==> config.mk <==
export PLATFORM = sky130hd
export DESIGN_NAME = avmm_lvds_bridge_req_arb_flat
export DESIGN_NICKNAME = d
export VERILOG_FILES = /design/src/rtl/avmm_lvds_bridge_req_arb_if.sv /design/src/rtl/avmm_lvds_bridge_req_arb.sv /design/src/flat_wrapper.sv
export SDC_FILE = /design/constraint.sdc
export NUM_CORES = 1
export LEC_CHECK = 0
export ABC_AREA = 1
export BUFFER_PORTS_ARGS = -buffer_cell sky130_fd_sc_hd__buf_2
export CAP_MARGIN = 10
export CORE_ASPECT_RATIO = 0.9
export CORE_MARGIN = 10
export CORE_UTILIZATION = 41
export DETAILED_ROUTE_END_ITERATION = 8
export PLACE_DENSITY = 0.68
export SYNTH_ARGS = -nofsm -noshare
export SYNTH_HDL_FRONTEND = slang
export SYNTH_SLANG_ARGS = --single-unit
==> constraint.sdc <==
create_clock -name clk_i -period 3.8 [get_ports clk_i]
set_clock_uncertainty 0.2 [all_clocks]
set_input_delay 0.19 -clock clk_i [delete_from_list [all_inputs] [get_ports clk_i]]
set_output_delay 0.19 -clock clk_i [all_outputs]
set_load 0.005 [all_outputs]
==> src/rtl/avmm_lvds_bridge_req_arb_if.sv <==
// Bus bundle for the AVMM-LVDS bridge request arbiter: two command front-ends,
// the ch1 write-data stream, the packet output and the read-tag FIFO head.
interface avmm_lvds_bridge_req_arb_if #(
  parameter int ADDR_W     = 32,
  parameter int BURSTCNT_W = 4
);
  logic                  c0_valid_i;
  logic                  c0_ready_o;
  logic                  c0_write_i;
  logic [ADDR_W-1:0]     c0_addr_i;
  logic [3:0]            c0_be_i;
  logic [31:0]           c0_wdata_i;

  logic                  c1_valid_i;
  logic                  c1_ready_o;
  logic                  c1_write_i;
  logic [ADDR_W-1:0]     c1_addr_i;
  logic [BURSTCNT_W-1:0] c1_burstcount_i;
  logic                  c1_wvalid_i;
  logic                  c1_wready_o;
  logic [31:0]           c1_wdata_i;

  logic [31:0]           pkt_data_o;
  logic                  pkt_valid_o;
  logic                  pkt_ready_i;
  logic                  pkt_sop_o;
  logic                  pkt_eop_o;

  logic                  tag_valid_o;
  logic                  tag_ready_i;
  logic                  tag_ch_o;
  logic [7:0]            tag_len_o;

  modport slave (
    input  c0_valid_i, c0_write_i, c0_addr_i, c0_be_i, c0_wdata_i,
    output c0_ready_o,
    input  c1_valid_i, c1_write_i, c1_addr_i, c1_burstcount_i, c1_wvalid_i, c1_wdata_i,
    output c1_ready_o, c1_wready_o,
    output pkt_data_o, pkt_valid_o, pkt_sop_o, pkt_eop_o,
    input  pkt_ready_i,
    output tag_valid_o, tag_ch_o, tag_len_o,
    input  tag_ready_i
  );

  modport master (
    output c0_valid_i, c0_write_i, c0_addr_i, c0_be_i, c0_wdata_i,
    input  c0_ready_o,
    output c1_valid_i, c1_write_i, c1_addr_i, c1_burstcount_i, c1_wvalid_i, c1_wdata_i,
    input  c1_ready_o, c1_wready_o,
    input  pkt_data_o, pkt_valid_o, pkt_sop_o, pkt_eop_o,
    output pkt_ready_i,
    input  tag_valid_o, tag_ch_o, tag_len_o,
    output tag_ready_i
  );
endinterface

==> src/rtl/avmm_lvds_bridge_req_arb.sv <==
// Request arbiter/packetizer: grants ch0 or ch1, emits header + write data as one
// 32-bit packet stream, and queues a response tag per read. Define
// AVMM_LVDS_BRIDGE_ARB_PRIO_EN for fixed ch0 priority instead of round-robin.
module avmm_lvds_bridge_req_arb #(
  parameter int ADDR_W     = 32,
  parameter int BURSTCNT_W = 4,
  parameter int TAG_DEPTH  = 4
) (
  input logic                       clk_i,
  input logic                       rst_ni,
  avmm_lvds_bridge_req_arb_if.slave bus
);
  localparam int PTR_W = $clog2(TAG_DEPTH);
  localparam int CNT_W = PTR_W + 1;

  typedef enum logic [1:0] {IDLE, HDR0, HDR1, DATA} state_t;
  typedef struct packed {
    logic       ch;
    logic [7:0] len;
  } tag_t;

  state_t            state_q, state_d;
  logic              gnt_ch_q, gnt_write_q;
  logic [3:0]        gnt_be_q;
  logic [7:0]        gnt_len_q;
  logic [ADDR_W-1:0] gnt_addr_q;
  logic [31:0]       gnt_wdata_q;
  logic [7:0]        beat_q;

  tag_t              tag_mem [TAG_DEPTH];
  tag_t              tag_head;
  logic [PTR_W-1:0]  tag_wr_q, tag_rd_q;
  logic [CNT_W-1:0]  tag_cnt_q;
  logic              tag_full, tag_valid, tag_push, tag_push_ok, tag_pop;

  logic              elig0, elig1, sel1, grant;
  logic [7:0]        c1_len;
  logic [31:0]       hdr_word, addr_word, pkt_data;
  logic              pkt_valid, pkt_sop, pkt_eop, pkt_fire;
  logic              c0_ready, c1_ready, c1_wready;

`ifndef AVMM_LVDS_BRIDGE_ARB_PRIO_EN
  logic              rr_last_q;  // channel granted most recently
`endif

  assign tag_full  = (tag_cnt_q == CNT_W'(TAG_DEPTH));
  assign tag_valid = (tag_cnt_q != '0);
  assign tag_pop   = tag_valid && bus.tag_ready_i;
  // A full FIFO can still accept a push when the head leaves in the same cycle.
  assign tag_push_ok = tag_push && (!tag_full || tag_pop);
  assign tag_head  = tag_mem[tag_rd_q];

  always_comb begin
    // NOTE: every variable gets a default before any branch, so no latch is inferred.
    c1_len = '0;
    c1_len[BURSTCNT_W-1:0] = bus.c1_burstcount_i;
    if (c1_len == 8'd0) c1_len = 8'd1;
    elig0 = bus.c0_valid_i && (bus.c0_write_i || !tag_full);
    elig1 = bus.c1_valid_i && (bus.c1_write_i || !tag_full);
`ifdef AVMM_LVDS_BRIDGE_ARB_PRIO_EN
    sel1 = elig1 && !elig0;
`else
    sel1 = elig1 && (!elig0 || !rr_last_q);
`endif
  end

  always_comb begin
    hdr_word  = {gnt_write_q, gnt_ch_q, 18'd0, gnt_be_q, gnt_len_q};
    addr_word = '0;
    addr_word[ADDR_W-1:0] = gnt_addr_q;
  end

  always_comb begin
    state_d   = state_q;
    pkt_valid = 1'b0;
    pkt_data  = '0;
    pkt_sop   = 1'b0;
    pkt_eop   = 1'b0;
    c0_ready  = 1'b0;
    c1_ready  = 1'b0;
    c1_wready = 1'b0;
    grant     = 1'b0;
    tag_push  = 1'b0;
    unique case (state_q)
      IDLE: begin
        if (elig0 || elig1) begin
          grant   = 1'b1;
          state_d = HDR0;
        end
      end
      HDR0: begin
        pkt_valid = 1'b1;
        pkt_sop   = 1'b1;
        pkt_data  = hdr_word;
        if (bus.pkt_ready_i) state_d = HDR1;
      end
      HDR1: begin
        pkt_valid = 1'b1;
        pkt_eop   = !gnt_write_q;
        pkt_data  = addr_word;
        if (bus.pkt_ready_i) begin
          c0_ready = !gnt_ch_q;
          c1_ready = gnt_ch_q;
          tag_push = !gnt_write_q;
          state_d  = gnt_write_q ? DATA : IDLE;
        end
      end
      DATA: begin
        pkt_eop = (beat_q == 8'd1);
        if (gnt_ch_q) begin
          pkt_valid = bus.c1_wvalid_i;
          pkt_data  = bus.c1_wdata_i;
          c1_wready = bus.pkt_ready_i;
        end else begin
          pkt_valid = 1'b1;
          pkt_data  = gnt_wdata_q;
        end
        if (pkt_valid && bus.pkt_ready_i && beat_q == 8'd1) state_d = IDLE;
      end
      default: state_d = IDLE;
    endcase
  end

  assign pkt_fire = pkt_valid && bus.pkt_ready_i;

  // NOTE: sequential state uses non-blocking assignments only.
  always_ff @(posedge clk_i or negedge rst_ni) begin
    if (!rst_ni) begin
      state_q     <= IDLE;
      gnt_ch_q    <= 1'b0;
      gnt_write_q <= 1'b0;
      gnt_be_q    <= '0;
      gnt_len_q   <= '0;
      gnt_addr_q  <= '0;
      gnt_wdata_q <= '0;
      beat_q      <= '0;
    end else begin
      state_q <= state_d;
      if (grant) begin
        gnt_ch_q    <= sel1;
        gnt_write_q <= sel1 ? bus.c1_write_i : bus.c0_write_i;
        gnt_be_q    <= sel1 ? 4'hF : bus.c0_be_i;
        gnt_len_q   <= sel1 ? c1_len : 8'd1;
        gnt_addr_q  <= sel1 ? bus.c1_addr_i : bus.c0_addr_i;
        gnt_wdata_q <= bus.c0_wdata_i;
      end
      if (state_q == HDR1 && pkt_fire && gnt_write_q) beat_q <= gnt_len_q;
      else if (state_q == DATA && pkt_fire)           beat_q <= beat_q - 8'd1;
    end
  end

`ifndef AVMM_LVDS_BRIDGE_ARB_PRIO_EN
  always_ff @(posedge clk_i or negedge rst_ni) begin
    if (!rst_ni)    rr_last_q <= 1'b1;
    else if (grant) rr_last_q <= sel1;
  end
`endif

  always_ff @(posedge clk_i or negedge rst_ni) begin
    if (!rst_ni) begin
      tag_wr_q  <= '0;
      tag_rd_q  <= '0;
      tag_cnt_q <= '0;
    end else begin
      if (tag_push_ok) tag_wr_q <= tag_wr_q + 1'b1;
      if (tag_pop)     tag_rd_q <= tag_rd_q + 1'b1;
      unique case ({tag_push_ok, tag_pop})
        2'b10:   tag_cnt_q <= tag_cnt_q + 1'b1;
        2'b01:   tag_cnt_q <= tag_cnt_q - 1'b1;
        default: tag_cnt_q <= tag_cnt_q;
      endcase
    end
  end

  // NOTE: storage is not reset; the occupancy counter alone defines valid entries.
  always_ff @(posedge clk_i) begin
    if (tag_push_ok) tag_mem[tag_wr_q] <= '{ch: gnt_ch_q, len: gnt_len_q};
  end

  assign bus.pkt_valid_o = pkt_valid;
  assign bus.pkt_data_o  = pkt_data;
  assign bus.pkt_sop_o   = pkt_sop;
  assign bus.pkt_eop_o   = pkt_eop;
  assign bus.c0_ready_o  = c0_ready;
  assign bus.c1_ready_o  = c1_ready;
  assign bus.c1_wready_o = c1_wready;
  assign bus.tag_valid_o = tag_valid;
  assign bus.tag_ch_o    = tag_valid ? tag_head.ch  : 1'b0;
  assign bus.tag_len_o   = tag_valid ? tag_head.len : 8'd0;
endmodule
==> src/flat_wrapper.sv <==
// flat-port wrapper written by rule: the top's interface ports become plain ports
module avmm_lvds_bridge_req_arb_flat 
#(
  parameter int ADDR_W     = 32,
  parameter int BURSTCNT_W = 4,
  parameter int TAG_DEPTH  = 4
)
  (clk_i, rst_ni, bus_c0_valid_i, bus_c0_write_i, bus_c0_addr_i, bus_c0_be_i, bus_c0_wdata_i, bus_c0_ready_o, bus_c1_valid_i, bus_c1_write_i, bus_c1_addr_i, bus_c1_burstcount_i, bus_c1_wvalid_i, bus_c1_wdata_i, bus_c1_ready_o, bus_c1_wready_o, bus_pkt_data_o, bus_pkt_valid_o, bus_pkt_sop_o, bus_pkt_eop_o, bus_pkt_ready_i, bus_tag_valid_o, bus_tag_ch_o, bus_tag_len_o, bus_tag_ready_i);
  avmm_lvds_bridge_req_arb_if #(.ADDR_W(ADDR_W), .BURSTCNT_W(BURSTCNT_W)) bus_i ();
  input logic clk_i;
  input logic rst_ni;
  input wire logic [$bits(bus_i.c0_valid_i)-1:0] bus_c0_valid_i;
  input wire logic [$bits(bus_i.c0_write_i)-1:0] bus_c0_write_i;
  input wire logic [$bits(bus_i.c0_addr_i)-1:0] bus_c0_addr_i;
  input wire logic [$bits(bus_i.c0_be_i)-1:0] bus_c0_be_i;
  input wire logic [$bits(bus_i.c0_wdata_i)-1:0] bus_c0_wdata_i;
  output wire logic [$bits(bus_i.c0_ready_o)-1:0] bus_c0_ready_o;
  input wire logic [$bits(bus_i.c1_valid_i)-1:0] bus_c1_valid_i;
  input wire logic [$bits(bus_i.c1_write_i)-1:0] bus_c1_write_i;
  input wire logic [$bits(bus_i.c1_addr_i)-1:0] bus_c1_addr_i;
  input wire logic [$bits(bus_i.c1_burstcount_i)-1:0] bus_c1_burstcount_i;
  input wire logic [$bits(bus_i.c1_wvalid_i)-1:0] bus_c1_wvalid_i;
  input wire logic [$bits(bus_i.c1_wdata_i)-1:0] bus_c1_wdata_i;
  output wire logic [$bits(bus_i.c1_ready_o)-1:0] bus_c1_ready_o;
  output wire logic [$bits(bus_i.c1_wready_o)-1:0] bus_c1_wready_o;
  output wire logic [$bits(bus_i.pkt_data_o)-1:0] bus_pkt_data_o;
  output wire logic [$bits(bus_i.pkt_valid_o)-1:0] bus_pkt_valid_o;
  output wire logic [$bits(bus_i.pkt_sop_o)-1:0] bus_pkt_sop_o;
  output wire logic [$bits(bus_i.pkt_eop_o)-1:0] bus_pkt_eop_o;
  input wire logic [$bits(bus_i.pkt_ready_i)-1:0] bus_pkt_ready_i;
  output wire logic [$bits(bus_i.tag_valid_o)-1:0] bus_tag_valid_o;
  output wire logic [$bits(bus_i.tag_ch_o)-1:0] bus_tag_ch_o;
  output wire logic [$bits(bus_i.tag_len_o)-1:0] bus_tag_len_o;
  input wire logic [$bits(bus_i.tag_ready_i)-1:0] bus_tag_ready_i;
  assign bus_i.c0_valid_i = bus_c0_valid_i;
  assign bus_i.c0_write_i = bus_c0_write_i;
  assign bus_i.c0_addr_i = bus_c0_addr_i;
  assign bus_i.c0_be_i = bus_c0_be_i;
  assign bus_i.c0_wdata_i = bus_c0_wdata_i;
  assign bus_c0_ready_o = bus_i.c0_ready_o;
  assign bus_i.c1_valid_i = bus_c1_valid_i;
  assign bus_i.c1_write_i = bus_c1_write_i;
  assign bus_i.c1_addr_i = bus_c1_addr_i;
  assign bus_i.c1_burstcount_i = bus_c1_burstcount_i;
  assign bus_i.c1_wvalid_i = bus_c1_wvalid_i;
  assign bus_i.c1_wdata_i = bus_c1_wdata_i;
  assign bus_c1_ready_o = bus_i.c1_ready_o;
  assign bus_c1_wready_o = bus_i.c1_wready_o;
  assign bus_pkt_data_o = bus_i.pkt_data_o;
  assign bus_pkt_valid_o = bus_i.pkt_valid_o;
  assign bus_pkt_sop_o = bus_i.pkt_sop_o;
  assign bus_pkt_eop_o = bus_i.pkt_eop_o;
  assign bus_i.pkt_ready_i = bus_pkt_ready_i;
  assign bus_tag_valid_o = bus_i.tag_valid_o;
  assign bus_tag_ch_o = bus_i.tag_ch_o;
  assign bus_tag_len_o = bus_i.tag_len_o;
  assign bus_i.tag_ready_i = bus_tag_ready_i;
  avmm_lvds_bridge_req_arb #(.ADDR_W(ADDR_W), .BURSTCNT_W(BURSTCNT_W), .TAG_DEPTH(TAG_DEPTH)) u_core (.clk_i(clk_i), .rst_ni(rst_ni), .bus(bus_i));
endmodule
==> impl_metrics.ini <==
[clock_network]
cts.htree.levels = 3
number_of_sinks_driven_by_the_clock_tree = 112
ctsResizeCount = 0
max_root_sink_buffers = 2
clk-insertion-delay-late_ns = 0.36
tritoncts = yes
post-cts-setup-buffer-count = 0
cts_hold_buf = 106
tritoncts.num_buffers = 9
clock-root-buffer = sky130_fd_sc_hd__clkbuf_16
cts_clock_pin_slew_for_the_worst_setup_and_hold_paths_ns = 0.08

[floorplanning]
die_area_mm2 = 0.0207
floorplan.core_area_mm2 = 0.0149
floorplan.rows = 42
die-height_um = 137
die_w_um = 150
initial_utilization_pct = 42.2
boundaryPins = 193

[global_route]
grt_max_degree = 77
antenna_violations_before_repair = 2
grtUsageTotal_pct = 21.2
grt_pass1_wl_um = 34400
first_global_vias = 6405
globalRoute.totalOverflow = 0

[worst_setup_path]
critical_path.max_stage_delay_ns = 0.79
cp.buffers_inverters = 4
startpoint_type_of_the_worst_setup_path = input pin
timing.critical_path.fanout_max = 39
critPathSlowestCell = sky130_fd_sc_hd__nand2_2
critPathCaptureType = register
worst_path_most_repeated_cell = sky130_fd_sc_hd__nand2_1
cp.arrival_ns = 3.24
crit_path_cell_trace = dlygate4sd3_1 > buf_2 > inv_1 > nand3_2 > nand3_2 > nand2_2 > nand2_1 > nand2_1 > dlygate4sd3_1 > nand2_1 > nand2_1
critPathRequiredTime_ns = 3.90
cpLargestDelayFamily = simple AND/OR/NAND/NOR gates
criticalPathCategory = in -> reg

[cells_and_area]
finalInstanceArea_mm2 = 0.00862
post_route_cells_drive_above_1_share_pct = 19.9
area_growth_pct = 37.5
nNetsFinal = 1285

[routing]
amount_of_wire_on_met2_after_detailed_routing_um = 9710
dr.first_iter.drc_count = 609
postRouteAntennaNets = 0
detailroute.via_count = 6519
drt_pre_antenna_iters = 5
met1Wirelength_um = 10000
met3RoutedLength_um = 1630
route.detailed.vias_per_inst = 4.89
wire_per_inst_um = 16.5
routed_wirelength_um = 22000
drc = 0
highest_routed_layer = met4

[sta]
final-setup-viol-count = 0
setup_tns_ns = 0
tightest_slew_ns = 0.932
fin_crit_sh_pct = 82.6
fmax_mhz = 318
max-slew-margin-rel_pct = 37.9
layout_min_cycle_time_ns = 3.14
report.final.slew_viol_count = 0
timing_hold_violations_final = 0
rsz0062_at_grt = no

[yosys]
synth.yosys.seq_area_share_pct = 46.3
synth_top_area_cell = sky130_fd_sc_hd__dfrtp_1
flip_flop_and_latch_count_after_synthesis = 112
yosysMostFrequentCell = sky130_fd_sc_hd__nand2_1
synth-edff-count = 20
synth.yosys.warnings = 0
synth_area_mm2 = 0.00627
synth_top_cells_by_area = sky130_fd_sc_hd__dfrtp_1, sky130_fd_sc_hd__nand2_1, sky130_fd_sc_hd__edfxtp_1, sky130_fd_sc_hd__nor2_1, sky130_fd_sc_hd__nand3_1
yosys.area.top_type_share_pct = 36.3
synthesis.instances = 864
synthesis.area_per_instance_um2 = 7.26
netlist_top_cells_count = sky130_fd_sc_hd__nand2_1, sky130_fd_sc_hd__nor2_1, sky130_fd_sc_hd__dfrtp_1
synth_ff_type = sky130_fd_sc_hd__dfrtp_1
post_synth_num_cell_types = 31
async_reset_ff_share_pct = 82.1

[power]
ir_drop_uv = 339
power_density_mw_per_mm2 = 683
total_leakage_power_nw = 4.49

[place]
finalWeightedCongestion = 0.875
placement.io_buffers = 188
place_hpwl_um = 15200
placed_cell_area_mm2 = 0.00724

[status]
outcome = finished clean

[job]
drv.max_cap_violation_count = 0

[min_path]
hold_path_class = in -> reg
## power by group
group          internal [mW]  total (mW)  switching (mW)
Sequential              1.74        2.11           0.371
Clock                  0.521       0.996           0.474
Combinational           1.04        2.79            1.75
Total                   3.30        5.89            2.59
## placed cells by master, fill, tap and decap left out, drive strengths merged
master and n:
nand2 362, dlygate4sd3 106, or2 3, inv 47, diode 3, buf 195, nand4 8, a31oi 10
edfxtp 20, clkinv 1, nand3b 1, clkbuf 11, fa 1, conb 4, xnor2 1, ha 12
nand3 56, nor3 4, xor2 5, dfstp 1, o21ai 55, dfrtp 91, a21oi 36, o31ai 1
nor2 101
## metal layers
layer  GRT usage [%]  vias to the layer above
met5               0                        -
met4            8.47                        0
met3            4.72                       53
met2            31.3                      260
met1            29.5                     2955
li1                -                     3251
## cell type report
cell class | count | area, um^2
fillers | 1376 | 6250
multi-input cells | 660 | 2920
flip-flops and latches | 112 | 2900
repair buffers | 301 | 2070
clock buffers | 11 | 264
well taps | 198 | 248
inverters | 43 | 161
clock inverters | 5 | 51.3
diodes | 3 | 7.51
## registers in the layout, summed over array words and instances (netlist names), 3 cells and up
register	count
u_core.gnt_len_q	4
u_core.gnt_wdata_q	32
u_core.tag_cnt_q	3
u_core.tag_mem	20
u_core.gnt_be_q	4
u_core.addr_word	32
u_core.beat_q	8
## through the flow
step           utilization [%]  std cells  power [mW]  setup slack, ns  hold WS [ns]
2_1_floorplan                -        867        3.90             1.74        -0.306
3_3_place_gp              48.7       1208        4.69             1.30         0.185
3_5_place_dp              48.7       1208        4.73             1.29         0.186
4_1_cts                   57.9       1330        5.91            0.724       0.00164
5_1_grt                   58.0       1332        6.41            0.428        0.0279
6_report                  58.0       1333        5.89            0.660        0.0110
## tightest hold or removal path, stage by stage
cell and delay (ns):
sky130_fd_sc_hd__buf_2 0.13, sky130_fd_sc_hd__nand4_1 0.09, sky130_fd_sc_hd__nand3_1 0.06, sky130_fd_sc_hd__nand2_1 0.05
## worst paths after layout
| kind | startpoint | endpoint | slack (ns) | cells past startpoint |
|---|---|---|---|---|
| max in group asynchronous | rst_ni | u_core.rr_last_q$_DFFE_PN1P_ | 2.13 | 3 |
| min in group asynchronous | rst_ni | u_core.gnt_wdata_q[21]$_DFFE_PN0P_ | 0.32 | 2 |
| worst max register to register | u_core.tag_cnt_q[0]$_DFFE_PN0P_ | u_core.addr_word[29]$_DFFE_PN0P_ | 0.70 | 9 |
| worst max-delay path | bus_c0_write_i | u_core.addr_word[29]$_DFFE_PN0P_ | 0.66 | 11 |
| worst min-delay path | bus_pkt_ready_i | u_core.beat_q[3]$_DFFE_PN0P_ | 0.01 | 4 |
| worst min register to register | u_core.gnt_wdata_q[14]$_DFFE_PN0P_ | u_core.gnt_wdata_q[14]$_DFFE_PN0P_ | 0.28 | 2 |
## cells by family (layout without fill, tap and decap cells)
family / Yosys count / after routing / synth area share, %
compound gates: 102 / 102 / 8.38
xor+xnor: 6 / 6 / 0.838
fa+ha+maj: 13 / 13 / 2.71
buf+inv: 95 / 360 / 7.38
flops: 112 / 112 / 46.3
other cells: 1 / 7 / 0.0598
simple gates: 535 / 535 / 34.3
Note: power is estimated with default switching activity, not from simulation.
